## config.mk

```make
export PLATFORM = sky130hd
export DESIGN_NAME = id_ex_stage_reg
export DESIGN_NICKNAME = d
export VERILOG_FILES = /design/src/rtl/rv32_pkg.sv /design/src/rtl/load_use_detect.sv /design/src/rtl/id_ex_stage_reg.sv
export SDC_FILE = /design/constraint.sdc
export NUM_CORES = 1
export LEC_CHECK = 0
export BUFFER_PORTS_ARGS = -buffer_cell sky130_fd_sc_hd__buf_2
export CORE_AREA = 2 2 170 172
export CTS_BUF_LIST = sky130_fd_sc_hd__clkbuf_4 sky130_fd_sc_hd__clkbuf_8 sky130_fd_sc_hd__clkbuf_16
export DETAILED_ROUTE_END_ITERATION = 6
export DIE_AREA = 0 0 172 174
export PLACE_DENSITY = 0.62
export SYNTH_ARGS = -nofsm -noshare
export SYNTH_HDL_FRONTEND = slang
export SYNTH_SLANG_ARGS = --single-unit
export TNS_END_PERCENT = 30
```

## constraint.sdc

```tcl
create_clock -name clk -period 2.4 [get_ports clk]
set_input_delay 0.48 -clock clk [delete_from_list [all_inputs] [get_ports clk]]
set_output_delay 0.48 -clock clk [all_outputs]
set_load 0.01 [all_outputs]
```

## src/rtl/rv32_pkg.sv

```systemverilog
// Shared RV32 decode encodings used by the decoder and the ID/EX pipeline register.
package rv32_pkg;

    localparam int XLEN = 32;

    // Major opcodes (instr[6:0])
    localparam logic [6:0] OP_R      = 7'b0110011;
    localparam logic [6:0] OP_IMM    = 7'b0010011;
    localparam logic [6:0] OP_LOAD   = 7'b0000011;
    localparam logic [6:0] OP_STORE  = 7'b0100011;
    localparam logic [6:0] OP_BRANCH = 7'b1100011;
    localparam logic [6:0] OP_LUI    = 7'b0110111;
    localparam logic [6:0] OP_AUIPC  = 7'b0010111;
    localparam logic [6:0] OP_JAL    = 7'b1101111;
    localparam logic [6:0] OP_JALR   = 7'b1100111;

    // Writeback result source select
    localparam logic [1:0] RES_SRC_ALU = 2'b00;
    localparam logic [1:0] RES_SRC_MEM = 2'b01;
    localparam logic [1:0] RES_SRC_PC4 = 2'b10;

    // ALU operations
    localparam logic [3:0] ALU_ADD  = 4'b0000;
    localparam logic [3:0] ALU_SUB  = 4'b0001;
    localparam logic [3:0] ALU_AND  = 4'b0010;
    localparam logic [3:0] ALU_OR   = 4'b0011;
    localparam logic [3:0] ALU_XOR  = 4'b0100;
    localparam logic [3:0] ALU_SLL  = 4'b0101;
    localparam logic [3:0] ALU_SRL  = 4'b0110;
    localparam logic [3:0] ALU_SRA  = 4'b0111;
    localparam logic [3:0] ALU_SLT  = 4'b1000;
    localparam logic [3:0] ALU_SLTU = 4'b1001;
    localparam logic [3:0] ALU_LUI  = 4'b1010;

    // Load widths
    localparam logic [2:0] LOAD_B  = 3'b000;
    localparam logic [2:0] LOAD_H  = 3'b001;
    localparam logic [2:0] LOAD_W  = 3'b010;
    localparam logic [2:0] LOAD_BU = 3'b100;
    localparam logic [2:0] LOAD_HU = 3'b101;

    // Store widths
    localparam logic [1:0] STORE_B = 2'b00;
    localparam logic [1:0] STORE_H = 2'b01;
    localparam logic [1:0] STORE_W = 2'b10;

    // Branch conditions
    localparam logic [2:0] BR_EQ  = 3'b000;
    localparam logic [2:0] BR_NE  = 3'b001;
    localparam logic [2:0] BR_LT  = 3'b100;
    localparam logic [2:0] BR_GE  = 3'b101;
    localparam logic [2:0] BR_LTU = 3'b110;
    localparam logic [2:0] BR_GEU = 3'b111;

    // Decoded control fields carried from ID into EX
    typedef struct packed {
        logic       reg_write;
        logic       mem_write;
        logic       jump;
        logic       branch;
        logic       alu_src;
        logic [1:0] result_src;
        logic [3:0] alu_ctrl;
        logic [1:0] store_type;
        logic [2:0] load_type;
        logic [2:0] branch_cond;
    } ctrl_t;

    // Only U-type and JAL carry no rs1 field
    function automatic logic uses_rs1(input logic [6:0] op);
        return !((op == OP_LUI) || (op == OP_AUIPC) || (op == OP_JAL));
    endfunction

    // Only R-type, stores and branches read rs2
    function automatic logic uses_rs2(input logic [6:0] op);
        return (op == OP_R) || (op == OP_STORE) || (op == OP_BRANCH);
    endfunction

endpackage

```

## src/rtl/load_use_detect.sv

```systemverilog
// Load-use hazard detector: the load in EX writes a register the ID instruction reads.
module load_use_detect
    import rv32_pkg::*;
(
    input  logic [6:0] opcode,
    input  logic [4:0] rs1,
    input  logic [4:0] rs2,
    input  logic [4:0] e_rd,
    input  logic [1:0] e_result_src,
    input  logic       e_valid,
    output logic       load_use
);

    logic ex_is_load;
    logic rs1_hit;
    logic rs2_hit;

    // x0 never carries a dependency and a bubble in EX never loads anything
    always_comb begin
        ex_is_load = e_valid && (e_result_src == RES_SRC_MEM) && (e_rd != 5'd0);
        rs1_hit    = uses_rs1(opcode) && (rs1 == e_rd);
        rs2_hit    = uses_rs2(opcode) && (rs2 == e_rd);
        load_use   = ex_is_load && (rs1_hit || rs2_hit);
    end

endmodule

```

## src/rtl/id_ex_stage_reg.sv

```systemverilog
// ID/EX pipeline register with load-use stall/bubble, EX flush, MEM hold and a bubble counter.
module id_ex_stage_reg
    import rv32_pkg::*;
#(
    parameter int XLEN  = rv32_pkg::XLEN,
    parameter int CNT_W = 32
) (
    input  logic             clk,
    input  logic             rst,
    input  logic             flush_e,
    input  logic             hold_e,
    input  logic [6:0]       d_opcode,
    input  logic [4:0]       d_rs1,
    input  logic [4:0]       d_rs2,
    input  logic [4:0]       d_rd,
    input  logic [XLEN-1:0]  d_rs1_data,
    input  logic [XLEN-1:0]  d_rs2_data,
    input  logic [XLEN-1:0]  d_imm,
    input  logic [XLEN-1:0]  d_pc,
    input  logic [XLEN-1:0]  d_pc4,
    input  logic             d_reg_write,
    input  logic             d_mem_write,
    input  logic             d_jump,
    input  logic             d_branch,
    input  logic             d_alu_src,
    input  logic [1:0]       d_result_src,
    input  logic [3:0]       d_alu_ctrl,
    input  logic [1:0]       d_store_type,
    input  logic [2:0]       d_load_type,
    input  logic [2:0]       d_branch_cond,
    output logic [4:0]       e_rs1,
    output logic [4:0]       e_rs2,
    output logic [4:0]       e_rd,
    output logic [XLEN-1:0]  e_rs1_data,
    output logic [XLEN-1:0]  e_rs2_data,
    output logic [XLEN-1:0]  e_imm,
    output logic [XLEN-1:0]  e_pc,
    output logic [XLEN-1:0]  e_pc4,
    output logic             e_reg_write,
    output logic             e_mem_write,
    output logic             e_jump,
    output logic             e_branch,
    output logic             e_alu_src,
    output logic [1:0]       e_result_src,
    output logic [3:0]       e_alu_ctrl,
    output logic [1:0]       e_store_type,
    output logic [2:0]       e_load_type,
    output logic [2:0]       e_branch_cond,
    output logic             e_valid,
    output logic             stall_f,
    output logic             stall_d,
    output logic [CNT_W-1:0] bubble_count
);

    ctrl_t            ctrl_reg;
    ctrl_t            d_ctrl;
    logic [4:0]       rs1_reg;
    logic [4:0]       rs2_reg;
    logic [4:0]       rd_reg;
    logic [XLEN-1:0]  rs1_data_reg;
    logic [XLEN-1:0]  rs2_data_reg;
    logic [XLEN-1:0]  imm_reg;
    logic [XLEN-1:0]  pc_reg;
    logic [XLEN-1:0]  pc4_reg;
    logic             valid_reg;
    logic [CNT_W-1:0] bubble_count_reg;
    logic             load_use;
    logic             stall_next;

    load_use_detect u_load_use_detect (
        .opcode       (d_opcode),
        .rs1          (d_rs1),
        .rs2          (d_rs2),
        .e_rd         (rd_reg),
        .e_result_src (ctrl_reg.result_src),
        .e_valid      (valid_reg),
        .load_use     (load_use)
    );

    // Gather decoded controls into one bundle for a single capture assignment
    always_comb begin
        d_ctrl             = '0;
        d_ctrl.reg_write   = d_reg_write;
        d_ctrl.mem_write   = d_mem_write;
        d_ctrl.jump        = d_jump;
        d_ctrl.branch      = d_branch;
        d_ctrl.alu_src     = d_alu_src;
        d_ctrl.result_src  = d_result_src;
        d_ctrl.alu_ctrl    = d_alu_ctrl;
        d_ctrl.store_type  = d_store_type;
        d_ctrl.load_type   = d_load_type;
        d_ctrl.branch_cond = d_branch_cond;
    end

    // Freeze IF/ID only when the bubble will actually be inserted this edge
    always_comb begin
        stall_next = load_use && !flush_e && !hold_e && !rst;
    end

    // Priority: reset, flush (bubble), hold (keep), load-use (bubble + count), capture
    always_ff @(posedge clk) begin
        if (rst) begin
            ctrl_reg         <= '0;
            rs1_reg          <= '0;
            rs2_reg          <= '0;
            rd_reg           <= '0;
            rs1_data_reg     <= '0;
            rs2_data_reg     <= '0;
            imm_reg          <= '0;
            pc_reg           <= '0;
            pc4_reg          <= '0;
            valid_reg        <= 1'b0;
            bubble_count_reg <= '0;
        end else if (flush_e || (!hold_e && load_use)) begin
            // A bubble is an all-zero slot; alu_ctrl zero is ADD
            ctrl_reg     <= '0;
            rs1_reg      <= '0;
            rs2_reg      <= '0;
            rd_reg       <= '0;
            rs1_data_reg <= '0;
            rs2_data_reg <= '0;
            imm_reg      <= '0;
            pc_reg       <= '0;
            pc4_reg      <= '0;
            valid_reg    <= 1'b0;
            if (!flush_e) begin
                bubble_count_reg <= bubble_count_reg + CNT_W'(1);
            end
        end else if (!hold_e) begin
            ctrl_reg     <= d_ctrl;
            rs1_reg      <= d_rs1;
            rs2_reg      <= d_rs2;
            rd_reg       <= d_rd;
            rs1_data_reg <= d_rs1_data;
            rs2_data_reg <= d_rs2_data;
            imm_reg      <= d_imm;
            pc_reg       <= d_pc;
            pc4_reg      <= d_pc4;
            valid_reg    <= 1'b1;
        end
    end

    assign e_rs1         = rs1_reg;
    assign e_rs2         = rs2_reg;
    assign e_rd          = rd_reg;
    assign e_rs1_data    = rs1_data_reg;
    assign e_rs2_data    = rs2_data_reg;
    assign e_imm         = imm_reg;
    assign e_pc          = pc_reg;
    assign e_pc4         = pc4_reg;
    assign e_reg_write   = ctrl_reg.reg_write;
    assign e_mem_write   = ctrl_reg.mem_write;
    assign e_jump        = ctrl_reg.jump;
    assign e_branch      = ctrl_reg.branch;
    assign e_alu_src     = ctrl_reg.alu_src;
    assign e_result_src  = ctrl_reg.result_src;
    assign e_alu_ctrl    = ctrl_reg.alu_ctrl;
    assign e_store_type  = ctrl_reg.store_type;
    assign e_load_type   = ctrl_reg.load_type;
    assign e_branch_cond = ctrl_reg.branch_cond;
    assign e_valid       = valid_reg;
    assign stall_f       = stall_next;
    assign stall_d       = stall_next;
    assign bubble_count  = bubble_count_reg;

endmodule
```

### Word level (Yosys, flattened, before mapping)

Cells that the tools add are included.

* logic and storage cells: 53
* output and inout port bits: 229
* flip-flop bits (word level): 227

* bitwise gates (word level): 1
* eq/ne operators: 9
* add/subtract/negate cells: 1
* reductions and logical operators: 22

Operator list (number)
* 32-bit by 1-bit adder with 32-bit output, second input constant: 1
* 7-bit by 6-bit equality test with 1-bit output, second input constant: 3
* 7-bit equality test, second input constant: 2
* 5-bit equality test: 2
* 1-bit logical AND: 9
* 7-bit by 5-bit equality test with 1-bit output, second input constant: 1
* 1-bit logical OR: 6
* 5-bit nonzero test: 1
* 1-bit zero test: 4
* 2-bit by 1-bit equality test with 1-bit output, second input constant: 1
* 2-bit AND reduction: 1
* 2-bit OR reduction: 1
* 1-bit inverter: 1

### Longest topological paths before layout

Gate-level depths: netlist (run 1).

* word-level depth: 10
* mapped depth: 8

### Modules after synthesis

From an unflattened synthesis (run 1), not the netlist that was laid out.

* cells, all modules: 837
* area, all modules: 8474.4 µm²

By module, submodules not included
* id_ex_stage_reg: cells an instance 812, area an instance 8296.7 µm², seq. area each 4544.4 µm², times used 1
* load_use_detect: cells an instance 25, area an instance 177.7 µm², seq. area each 0.0 µm², times used 1

### Least setup slack after synthesis (run 1)

OpenSTA, ideal clock, no wires.

* path kind: input-to-reg
* start point: input port d_opcode[3]
* end point: register bubble_count_reg[12] (netlist: bubble_count[12])
* path buffers: 1
* data required time: 2.277 ns
* stages: 6
* setup slack: 0.129 ns
* arrival time: 2.147 ns
* path through: or3b_1 and4b_1 nand3_1 buf_2 a2111oi_2 mux2_1

* cells in the longest elaborated chain, start to end: 10

Ends and longest elaborated chain
* from (decl): RTL line id_ex_stage_reg.sv:12 `input logic [6:0] d_opcode,`
* 7-bit by 6-bit equality test with 1-bit output or 7-bit by 5-bit equality test with 1-bit output (tied branches): RTL line rv32_pkg.sv:71 `return !((op == OP_LUI) || (op == OP_AUIPC) || (op == OP_JAL));`
* 1-bit logical OR (2 in a row): RTL line rv32_pkg.sv:71
* 1-bit zero test: RTL line rv32_pkg.sv:71
* 1-bit logical AND: RTL line load_use_detect.sv:21 `rs1_hit = uses_rs1(opcode) && (rs1 == e_rd);`
* 1-bit logical OR (*): RTL line load_use_detect.sv:23 `load_use = ex_is_load && (rs1_hit || rs2_hit);`
* 1-bit logical AND (*): RTL line load_use_detect.sv:23
* 1-bit logical AND (*): RTL line id_ex_stage_reg.sv:114 `end else if (flush_e || (!hold_e && load_use)) begin`
* 1-bit logical OR (*): RTL line id_ex_stage_reg.sv:114
* 2-bit AND reduction (no line) (*)
* to (signal assigned): RTL line id_ex_stage_reg.sv:127 `bubble_count_reg <= bubble_count_reg + CNT_W'(1);`
* to (decl): RTL line id_ex_stage_reg.sv:66 `logic [CNT_W-1:0] bubble_count_reg;`

Mark *: on every way between the ends. The rest lies on a longest branch, timed or not.
A chain may end at the register's enable or synchronous reset.

### Worst setup path after layout (run 1)

* start point: register rd_reg[0] (netlist: e_rd[0])
* end point: output port stall_f

* cells in the longest elaborated chain, start to end: 7

Ends and longest elaborated chain
* from (decl): RTL line id_ex_stage_reg.sv:59 `logic [4:0] rd_reg;`
* from (signal assigned): RTL line id_ex_stage_reg.sv:133 `rd_reg <= d_rd;`
* 5-bit equality test (on tied branches): RTL line load_use_detect.sv:21, load_use_detect.sv:22
* 1-bit logical AND (on tied branches): RTL line load_use_detect.sv:21, load_use_detect.sv:22
* 1-bit logical OR: RTL line load_use_detect.sv:23
* 1-bit logical AND (*): RTL line load_use_detect.sv:23
* 1-bit logical AND (*) (3 in a row): RTL line id_ex_stage_reg.sv:97 `stall_next = load_use && !flush_e && !hold_e && !rst;`
* to (decl): RTL line id_ex_stage_reg.sv:50 `output logic stall_f,`

Marked as above.

==> results.md, run 1 <==
Pwr:
- The portion of total power attributed to the clock network is 0.449.
- The proportion of total power due to net switching is 0.236.
- The part of the power in combinational logic is 0.097.
- For this design the total switching power over the nets is 2.04 mW.
- Internal power comes to between 6 and 7 mW.
- The total power is around 8.7 mW.
- The worst-case IR drop observed on VDD is ~510 uV.
- In this run the power density over the cells is between 600 and 700 nW/um^2.
- The share of total power dissipated in sequential elements is 0.454.
- The analysis attributes to cell leakage a power of 6.51 nW.

Critical path:
- The worst endpoint data arrival time is around 1900 ps.
- The type of destination of the critical path is an output port.
- The slack of the worst reg-to-reg path is 170 ps.
- The setup path with the least slack is of type flop to output port.
- The worst reg-to-reg path cell count is 5.
- The worst setup path is launched from a flop.
- The worst-path maximum fanout is 5.
- For the worst setup path, the data required time is roughly 1900 ps.

Floorplan:
- The die extent in y is about 170 um.
- The die covers 29,900 sq um.
- For this design the top-level I/O count stands at 434.
- The number of cell rows is just over 60.
- Measured along the x axis, the die boundary spans 172 um.
- The core box area is 28,200 sq um.
- The starting utilization of the core area is 0.316.

Yosys:
- The cell count after synthesis came out at 888.
- Counting every net in the synthesized netlist gives ~1.1k.
- The leading register cell type out of synthesis is sky130_fd_sc_hd__dfxtp_1.
- After synthesis, the largest family of logic cells by area is multiplexers.
- After synthesis, the share of cell area in mux cells is 0.254.
- The adder and majority gate portion of the synthesized area is 0.00140.
- The cell area that synthesis handed to floorplanning was approximately 9000 sq um.
- Of the total synthesized cell area, the portion taken by AND, OR, NAND and NOR gates is 0.162.
- The area fraction of the dominant cell type after synthesis is 0.509.
- Counting instances in the post-synthesis netlist gives the leading cell types as 235 x sky130_fd_sc_hd__nor2_1, 227 x sky130_fd_sc_hd__dfxtp_1, 194 x sky130_fd_sc_hd__mux2i_1, 35 x sky130_fd_sc_hd__clkbuf_1, 29 x sky130_fd_sc_hd__mux2_1.
- In this run, synthesis produced a sequential element count of 227.
- The synthesized-area fraction occupied by ao, oa, aoi and oai cells was 0.0359.
- In this run, distinct cell masters in the synthesized netlist total 42.
- The cell type with the highest aggregate area in the netlist is sky130_fd_sc_hd__dfxtp_1.
- The most frequently used cell type in the post-synthesis netlist is sky130_fd_sc_hd__nor2_1.
- Yosys mapped a number of flops with a built-in enable equal to 0.
- For this run, the number of Yosys warnings is 0.
- Sorting the synthesized cells by area gives the leading types as sky130_fd_sc_hd__dfxtp_1 51%, sky130_fd_sc_hd__mux2i_1 22%, sky130_fd_sc_hd__nor2_1 9.9%, sky130_fd_sc_hd__mux2_1 3.7%, sky130_fd_sc_hd__nor2b_1 1.9%.
- The sequential share of the synthesized area is 0.509.
- Of the total synthesized cell area, the portion taken by XOR and XNOR cells is 0.00981.
- The mean post-synth cell area is just over 10 sq um.
- Counting flops with an async set or reset pin after synthesis yields a share of 0.

Timing:
- The clock period could shrink to 2330 ps.
- For this run, the top clock speed supported by timing is approximately 430 MHz.
- Hold timing on the final database bottoms out at a slack of 179 ps.
- The final sum of negative setup slack is 0 ps.
- Setup repair after global routing could not meet its margin everywhere.
- Clock skew on the completed layout was measured at approximately 11 ps.
- The share of the cycle needed by the critical path after routing is 0.970.
- The normalized max-slew margin is 0.279.
- At the pin with the least slew margin, the transition time is about 1100 ps.
- Setup violations remaining at the end of the flow were counted as 0.
- The number of hold-slack violations in the final timing report is 0.
- The max-slew violation count is 0.
- The final worst setup slack is between 70 and 80 ps.

Clock tree:
- TritonCTS built the clock tree.
- The tree is rooted in a sky130_fd_sc_hd__clkbuf_16.
- The total number of H-tree levels is 1.
- In this run, CTS created clock tree buffers numbering 26.
- The clock passes through at most 3 buffers.
- At the later pin of the worst-skew pair, clock insertion delay measures roughly 530 ps.
- After clock tree synthesis, the clock-pin slew on the worst setup and hold paths is around 60 ps.
- The clock sink count is ~230.
- For this design, the CTS-stage hold fixing added 0 buffers.

Placed design:
- The number of port buffers is about 430.
- The post-placement setup slack is -102 ps.
- The routability-driven placement congestion ratio is 0.870.
- The number of placed instances, taps included, is roughly 1.7k.
- The detailed placer's ending HPWL is around 20 mm.
- The area after detailed placement is between 10,000 and 15,000 sq um.

Routing:
- The DRC violation count after routing is 0.
- The routed length per placed instance is ~15 um.
- Across all layers, the routed design uses about 8k vias.
- The number of nets with antenna violations after detailed routing is 0.
- The average vias per placed instance is roughly 4.6.
- The violation count after the first detailed-routing iteration is around 330.
- The first TritonRoute pass finished after 4 iterations.
- The final wirelength is around 27 mm.

Status:
- The flow ran to the end, and the final reports show no timing, DRC or antenna violations.

Worst hold path:
- The path class of the tightest hold or removal check is primary input to flop.
- Along the worst hold path, the cell count comes to 3.

Finish:
- The area overhead of the layout relative to synthesis is 43.4%.
- The final design utilization is 0.453.
- The number of antenna diodes is 0.
- The number of cells in the finished layout apart from fillers is between 1.5k and 2k.
- The filler cells instantiated in the layout total 2,813.
- The sequential standard cell area is roughly 4600 sq um.
- The multi-input combinational cells in the finished layout cover a total of 4220 sq um.
- Once layout is done, the placed cells without fillers occupy roughly 13,000 sq um.
- The share of layout cells above drive strength 1 is 0.411.
- The post-layout net count is between 1.5k and 2k.

Global routing:
- Entering global routing, the biggest net connects between 100 and 150 pins.
- The initial antenna violation count is 2.
- The sum of overflow across all layers after global routing is 0.
- The first global-routing pass estimated 41.6 mm of wire.
- The via count of the first global-routing pass is about 8.0k.
- The combined global-route utilization of all metal layers is 0.173.

Flow run:
- Across the run, the number of max-cap violations was 0.
## metal layers
layer / part of all wire / vias to the layer above / global-route usage
li1: - / 3940 / -
met1: 0.39 / 3689 / 0.195
met2: 0.49 / 284 / 0.303
met3: 0.089 / 69 / 0.0562
met4: 0.035 / 0 / 0.0620
met5: 0 / - / 0
## power by group through the flow
stage	Combinational [mW]	Sequential (mW)	Clock, mW
2_1_floorplan	0.386	4.06	0
3_3_place_gp	0.828	4.01	0
3_5_place_dp	0.841	4.01	0
4_1_cts	0.854	3.93	4.02
5_1_grt	0.924	3.95	4.18
6_report	0.844	3.93	3.89
## final timing paths
kind	start	end
worst max-delay path	e_rd[0]$_SDFFE_PP0N_	stall_f
worst min-delay path	d_pc4[14]	e_pc4[14]$_SDFFE_PP0N_
worst min register to register	e_rs2_data[30]$_SDFFE_PP0N_	e_rs2_data[30]$_SDFFE_PP0N_
worst max register to register	bubble_count[0]$_SDFFE_PP0P_	bubble_count[25]$_SDFFE_PP0P_
## timing repair
action,in CTS,in global routing
buffers inserted,3,0
endpoints found under the setup margin,2,2
gates resized for setup,18,0
pin swaps,5,4
## worst max-delay path: stages (launching register included)
cell	delay [ps]
sky130_fd_sc_hd__dfxtp_4	370
sky130_fd_sc_hd__xor2_1	140
sky130_fd_sc_hd__nor3_1	180
sky130_fd_sc_hd__buf_4	140
sky130_fd_sc_hd__and3_4	180
sky130_fd_sc_hd__o21ai_2	60
sky130_fd_sc_hd__nor2_2	110
sky130_fd_sc_hd__buf_2	150
## logic make-up after synthesis
kind of cell	Yosys count
buffers and inverters	58
AND/OR/NAND/NOR	329
multiplexers	223
AO/OA/AOI/OAI	40
XOR/XNOR	10
flip-flops	227
adder cells (fa/ha/maj)	1
## layout make-up
cell class | instances | area share
multi-input combinational | 603 | 0.330
inverter | 3 | 0.000880
clock inverter | 7 | 0.00352
timing repair buffer | 484 | 0.209
clock buffer | 41 | 0.0634
tap | 384 | 0.0375
sequential | 227 | 0.356
## cell usage in the layout (no fill, tap or decap), types with 2 or more instances in the layout
cell,count
sky130_fd_sc_hd__clkinv_2,5
sky130_fd_sc_hd__a2111oi_2,6
sky130_fd_sc_hd__mux2i_1,194
sky130_fd_sc_hd__nor2b_1,27
sky130_fd_sc_hd__a211oi_1,6
sky130_fd_sc_hd__buf_2,432
sky130_fd_sc_hd__xnor2_1,2
sky130_fd_sc_hd__inv_1,3
sky130_fd_sc_hd__and4_1,3
sky130_fd_sc_hd__clkbuf_4,9
sky130_fd_sc_hd__nand3_1,8
sky130_fd_sc_hd__xor2_2,2
sky130_fd_sc_hd__nand4_1,15
sky130_fd_sc_hd__a2111oi_1,4
sky130_fd_sc_hd__mux2_1,29
sky130_fd_sc_hd__xnor2_2,3
sky130_fd_sc_hd__a21o_1,2
sky130_fd_sc_hd__clkbuf_8,5
sky130_fd_sc_hd__buf_12,9
sky130_fd_sc_hd__nor2_1,234
sky130_fd_sc_hd__nand3_2,2
sky130_fd_sc_hd__buf_4,42
sky130_fd_sc_hd__nand2_1,19
sky130_fd_sc_hd__clkbuf_16,27
sky130_fd_sc_hd__xor2_1,3
sky130_fd_sc_hd__dfxtp_2,3
sky130_fd_sc_hd__a21oi_1,16
sky130_fd_sc_hd__nor3_1,4
sky130_fd_sc_hd__and3_1,2
sky130_fd_sc_hd__dfxtp_4,2
sky130_fd_sc_hd__dfxtp_1,222
No activity file was read; power rests on OpenSTA's default activity.
==> inputs of run 2 (changes only) <==
--- a/config.mk
+++ b/config.mk
@@ -6,11 +6,12 @@
 export NUM_CORES = 1
 export LEC_CHECK = 0
 export BUFFER_PORTS_ARGS = -buffer_cell sky130_fd_sc_hd__buf_2
-export CORE_AREA = 2 2 170 172
+export CORE_AREA = 2 2 167 169
 export CTS_BUF_LIST = sky130_fd_sc_hd__clkbuf_4 sky130_fd_sc_hd__clkbuf_8 sky130_fd_sc_hd__clkbuf_16
+export CTS_CLUSTER_SIZE = 24
 export DETAILED_ROUTE_END_ITERATION = 6
-export DIE_AREA = 0 0 172 174
-export PLACE_DENSITY = 0.62
+export DIE_AREA = 0 0 169 171
+export PLACE_DENSITY = 0.64
 export SYNTH_ARGS = -nofsm -noshare
 export SYNTH_HDL_FRONTEND = slang
 export SYNTH_SLANG_ARGS = --single-unit
==> constraint.sdc (replaced) <==
create_clock -name clk -period 2.53 [get_ports clk]
set_input_delay 0.506 -clock clk [delete_from_list [all_inputs] [get_ports clk]]
set_output_delay 0.506 -clock clk [all_outputs]
set_load 0.01 [all_outputs]
==> results.md, run 2 (synthesized netlist as in run 1, its figures left out) <==
Finish:
- From synthesis to final layout, the design area changed by 41.0%.
- In the layout the commonest cells are 432 x sky130_fd_sc_hd__buf_2, 234 x sky130_fd_sc_hd__nor2_1, 221 x sky130_fd_sc_hd__dfxtp_1, 194 x sky130_fd_sc_hd__mux2i_1, 29 x sky130_fd_sc_hd__mux2_1.
- The fill cell instance count of the final layout came to 2,682 (-4.7%).
- The summed area of non-filler cells in the final layout is 12,600 sq um (-1.6%).
- The share of layout cells above drive strength 1 was 0.400 (-0.0107).
- The area of the multi-input gates came to 4200 sq um (-0.59%).
- The leading cell type in the layout, fill and taps excluded is sky130_fd_sc_hd__buf_2.
- The sequential standard cell area was 4560 sq um (about the same).
- The post-layout net count is 1,532 (-1.2%).

Routing:
- The final wirelength is 27.1 mm (+1.8%).
- The violation count after the first detailed-routing iteration was 363 (+10%).
- The number of optimization iterations in the first detailed-route pass is 4 (unchanged).
- The DRC violation count after routing is 0 (unchanged).
- The number of nets with antenna violations after detailed routing came to 0 (unchanged).
- The via total after detailed routing is 7,917 (-0.81%).
- The routed length per placed instance is 16.0 um (+5.3%).
- The average vias per placed instance is 4.68 (+2.6%).

Timing:
- The transition time at the pin with the least slew margin is 1120 ps (+39.2 ps).
- The worst hold slack is 215 ps (+35.8 ps).
- The worst clock skew is 9.94 ps (-0.663 ps).
- The max-slew violation count came to 0 (unchanged).
- The final number of setup-violating endpoints is 0 (unchanged).
- Dividing the final minimum period by the clock period gives 0.960.
- The number of hold-slack violations in the final timing report is 0 (unchanged).
- Based on the critical path, the design can be clocked at up to 412 MHz.
- The normalized max-slew margin is 0.253 (-0.0261).
- The post-route minimum period is 2430 ps.

Floorplan:
- The die extent in y came to 171 um (-1.7%).
- The full die area came to 28,900 sq um (-3.4%).
- The number of cell rows is 61 (-1.6%).
- The core box area is 27,300 sq um (-3.2%).
- The width of the die is 169 um (-1.7%).
- The starting utilization of the core area is 0.327 (+0.0106).
- The count of pins on the block boundary came to 434 (unchanged).

Clock tree:
- TritonCTS built the clock tree.
- The clock edge transition at the registers on the reported setup and hold paths was 60 ps (about the same).
- The clock latency on the worst-skew pair is 520 ps (about the same).
- The total number of H-tree levels was 1 (unchanged).
- The hold buffer count at CTS came to 0 (unchanged).
- The tree is rooted in a sky130_fd_sc_hd__clkbuf_16.
- The number of buffers created by CTS is 26 (unchanged).
- The number of buffers on the longest clock path was 3 (unchanged).
- The clock sink count is 227 (unchanged).

Flow run:
- The number of maximum-capacitance constraint violations is 0 (unchanged).

Critical path:
- The endpoint of the worst-slack reg-to-reg timing path is bubble_count[31]$_SDFFE_PP0P_.
- The kind of critical path is flop to output port.
- The worst-path maximum fanout came to 4 (-1).
- The worst reg-to-reg path cell count is 5 (unchanged).
- The slack of the worst reg-to-reg path is 230 ps (+60 ps).
- The type of destination of the critical path is an output port.
- STA classifies the critical path startpoint as a flop.
- The launching point of the worst reg2reg path is bubble_count[0]$_SDFFE_PP0P_.
- The critical path ends at stall_f.
- The required time at the endpoint of the critical path came to 2020 ps (+100 ps).
- The worst endpoint data arrival time is 1920 ps (+70 ps).
- The timing startpoint of the critical path is e_rd[0]$_SDFFE_PP0N_.

Placed design:
- The area after detailed placement is 11,600 sq um (-1.9%).
- The routability-driven placement congestion ratio is 0.849 (-2.5%).
- The detailed placer's ending HPWL is 20.1 mm (-1.2%).
- The number of port buffers was 433 (unchanged).

Global routing:
- The sum of overflow across all layers after global routing is 0 (unchanged).
- The combined global-route utilization of all metal layers is 0.175 (+0.00206).
- The global-route wire length before repair is 40.6 mm (-2.4%).
- The met3 track demand over resource was 0.0574 (+0.00113).
- The initial antenna violation count is 4 (+2).
- The met1 track utilization from global routing is 0.208 (+0.0137).
- The met2 track demand over resource in global routing was 0.303 (+0.000390).
- The layer with the highest usage is met2.
- The via count of the first global-routing pass is 7,503 (-6.0%).
- The pin count of the biggest net entering global routing came to 133 (unchanged).

Pwr:
- The static power due to leakage came to 6.40 nW (-1.6%).
- The power per cell area is 662 nW/um^2 (-2.2%).
- The worst vdd rail ir drop came to 468 uV (-7.5%).

Status:
- The flow ran to the end, and the final reports show no timing, DRC or antenna violations.

Worst hold path:
- The path class of the tightest hold or removal check is primary input to flop.
[run 2: worst min path at each step]
stage | start | endpoint | depth (start not counted)
4_1_cts | d_pc4[13] | e_pc4[13]$_SDFFE_PP0N_ | 3
6_report | d_rs2_data[7] | e_rs2_data[7]$_SDFFE_PP0N_ | 3
3_5_place_dp | e_valid$_SDFFE_PP0N_ | e_valid$_SDFFE_PP0N_ | 2
2_1_floorplan | e_valid$_SDFFE_PP0N_ | e_valid$_SDFFE_PP0N_ | 2
3_3_place_gp | e_valid$_SDFFE_PP0N_ | e_valid$_SDFFE_PP0N_ | 2
5_1_grt | d_rs2_data[19] | e_rs2_data[19]$_SDFFE_PP0N_ | 3
[run 2: repair_timing]
action                                  CTS  global route
pin swaps                                 4             2
endpoints found under the hold margin     0             0
endpoints found under the setup margin    2             2
resized for setup                        11             5
buffers inserted                          2             2
[run 2: area by class of cell]
| class | instances | area share |
|---|---|---|
| tap | 346 | 0.0344 |
| antenna | 1 | 0.000199 |
| sequential | 227 | 0.362 |
| clock inverter | 9 | 0.00805 |
| timing repair buffer | 465 | 0.199 |
| inverter | 3 | 0.000895 |
| multi-input combinational | 603 | 0.333 |
| clock buffer | 37 | 0.0621 |
[run 2: worst max-delay path: stages, from the launching register on]
cell                      delay [ps]
sky130_fd_sc_hd__dfxtp_4         360
sky130_fd_sc_hd__xor2_1          170
sky130_fd_sc_hd__nor3_2          240
sky130_fd_sc_hd__buf_4           150
sky130_fd_sc_hd__and3_4          180
sky130_fd_sc_hd__o21ai_2          50
sky130_fd_sc_hd__nor2_2          110
sky130_fd_sc_hd__buf_2           140
[run 2: per-stage QoR]
| step | TNS [ps] | std cells | total power [mW] | setup WS [ps] | util |
|---|---|---|---|---|---|
| 6_report | 0 | 1691 | 8.34 | 101 | 0.461 |
| 5_1_grt | -75.6 | 1690 | 8.69 | -38.7 | 0.461 |
| 4_1_cts | -25.0 | 1688 | 8.46 | -12.6 | 0.460 |
| 3_5_place_dp | 0 | 1640 | 4.59 | 34.0 | 0.425 |
| 3_3_place_gp | 0 | 1640 | 4.58 | 43.6 | 0.425 |
| 2_1_floorplan | 0 | 888 | 4.22 | 233 | - |
[run 2: per-layer routing]
layer  up-vias  share of wire
li1       3899              -
met1      3677           0.40
met2       287           0.49
met3        48          0.082
met4         6          0.020
met5         -         0.0013
[run 2: where the power goes]
part	leakage [nW]	switching [mW]	total (mW)	internal [mW]
clock network	0.444	1.48	3.82	2.35
registers	1.85	0.0555	3.73	3.68
logic	4.11	0.396	0.783	0.388
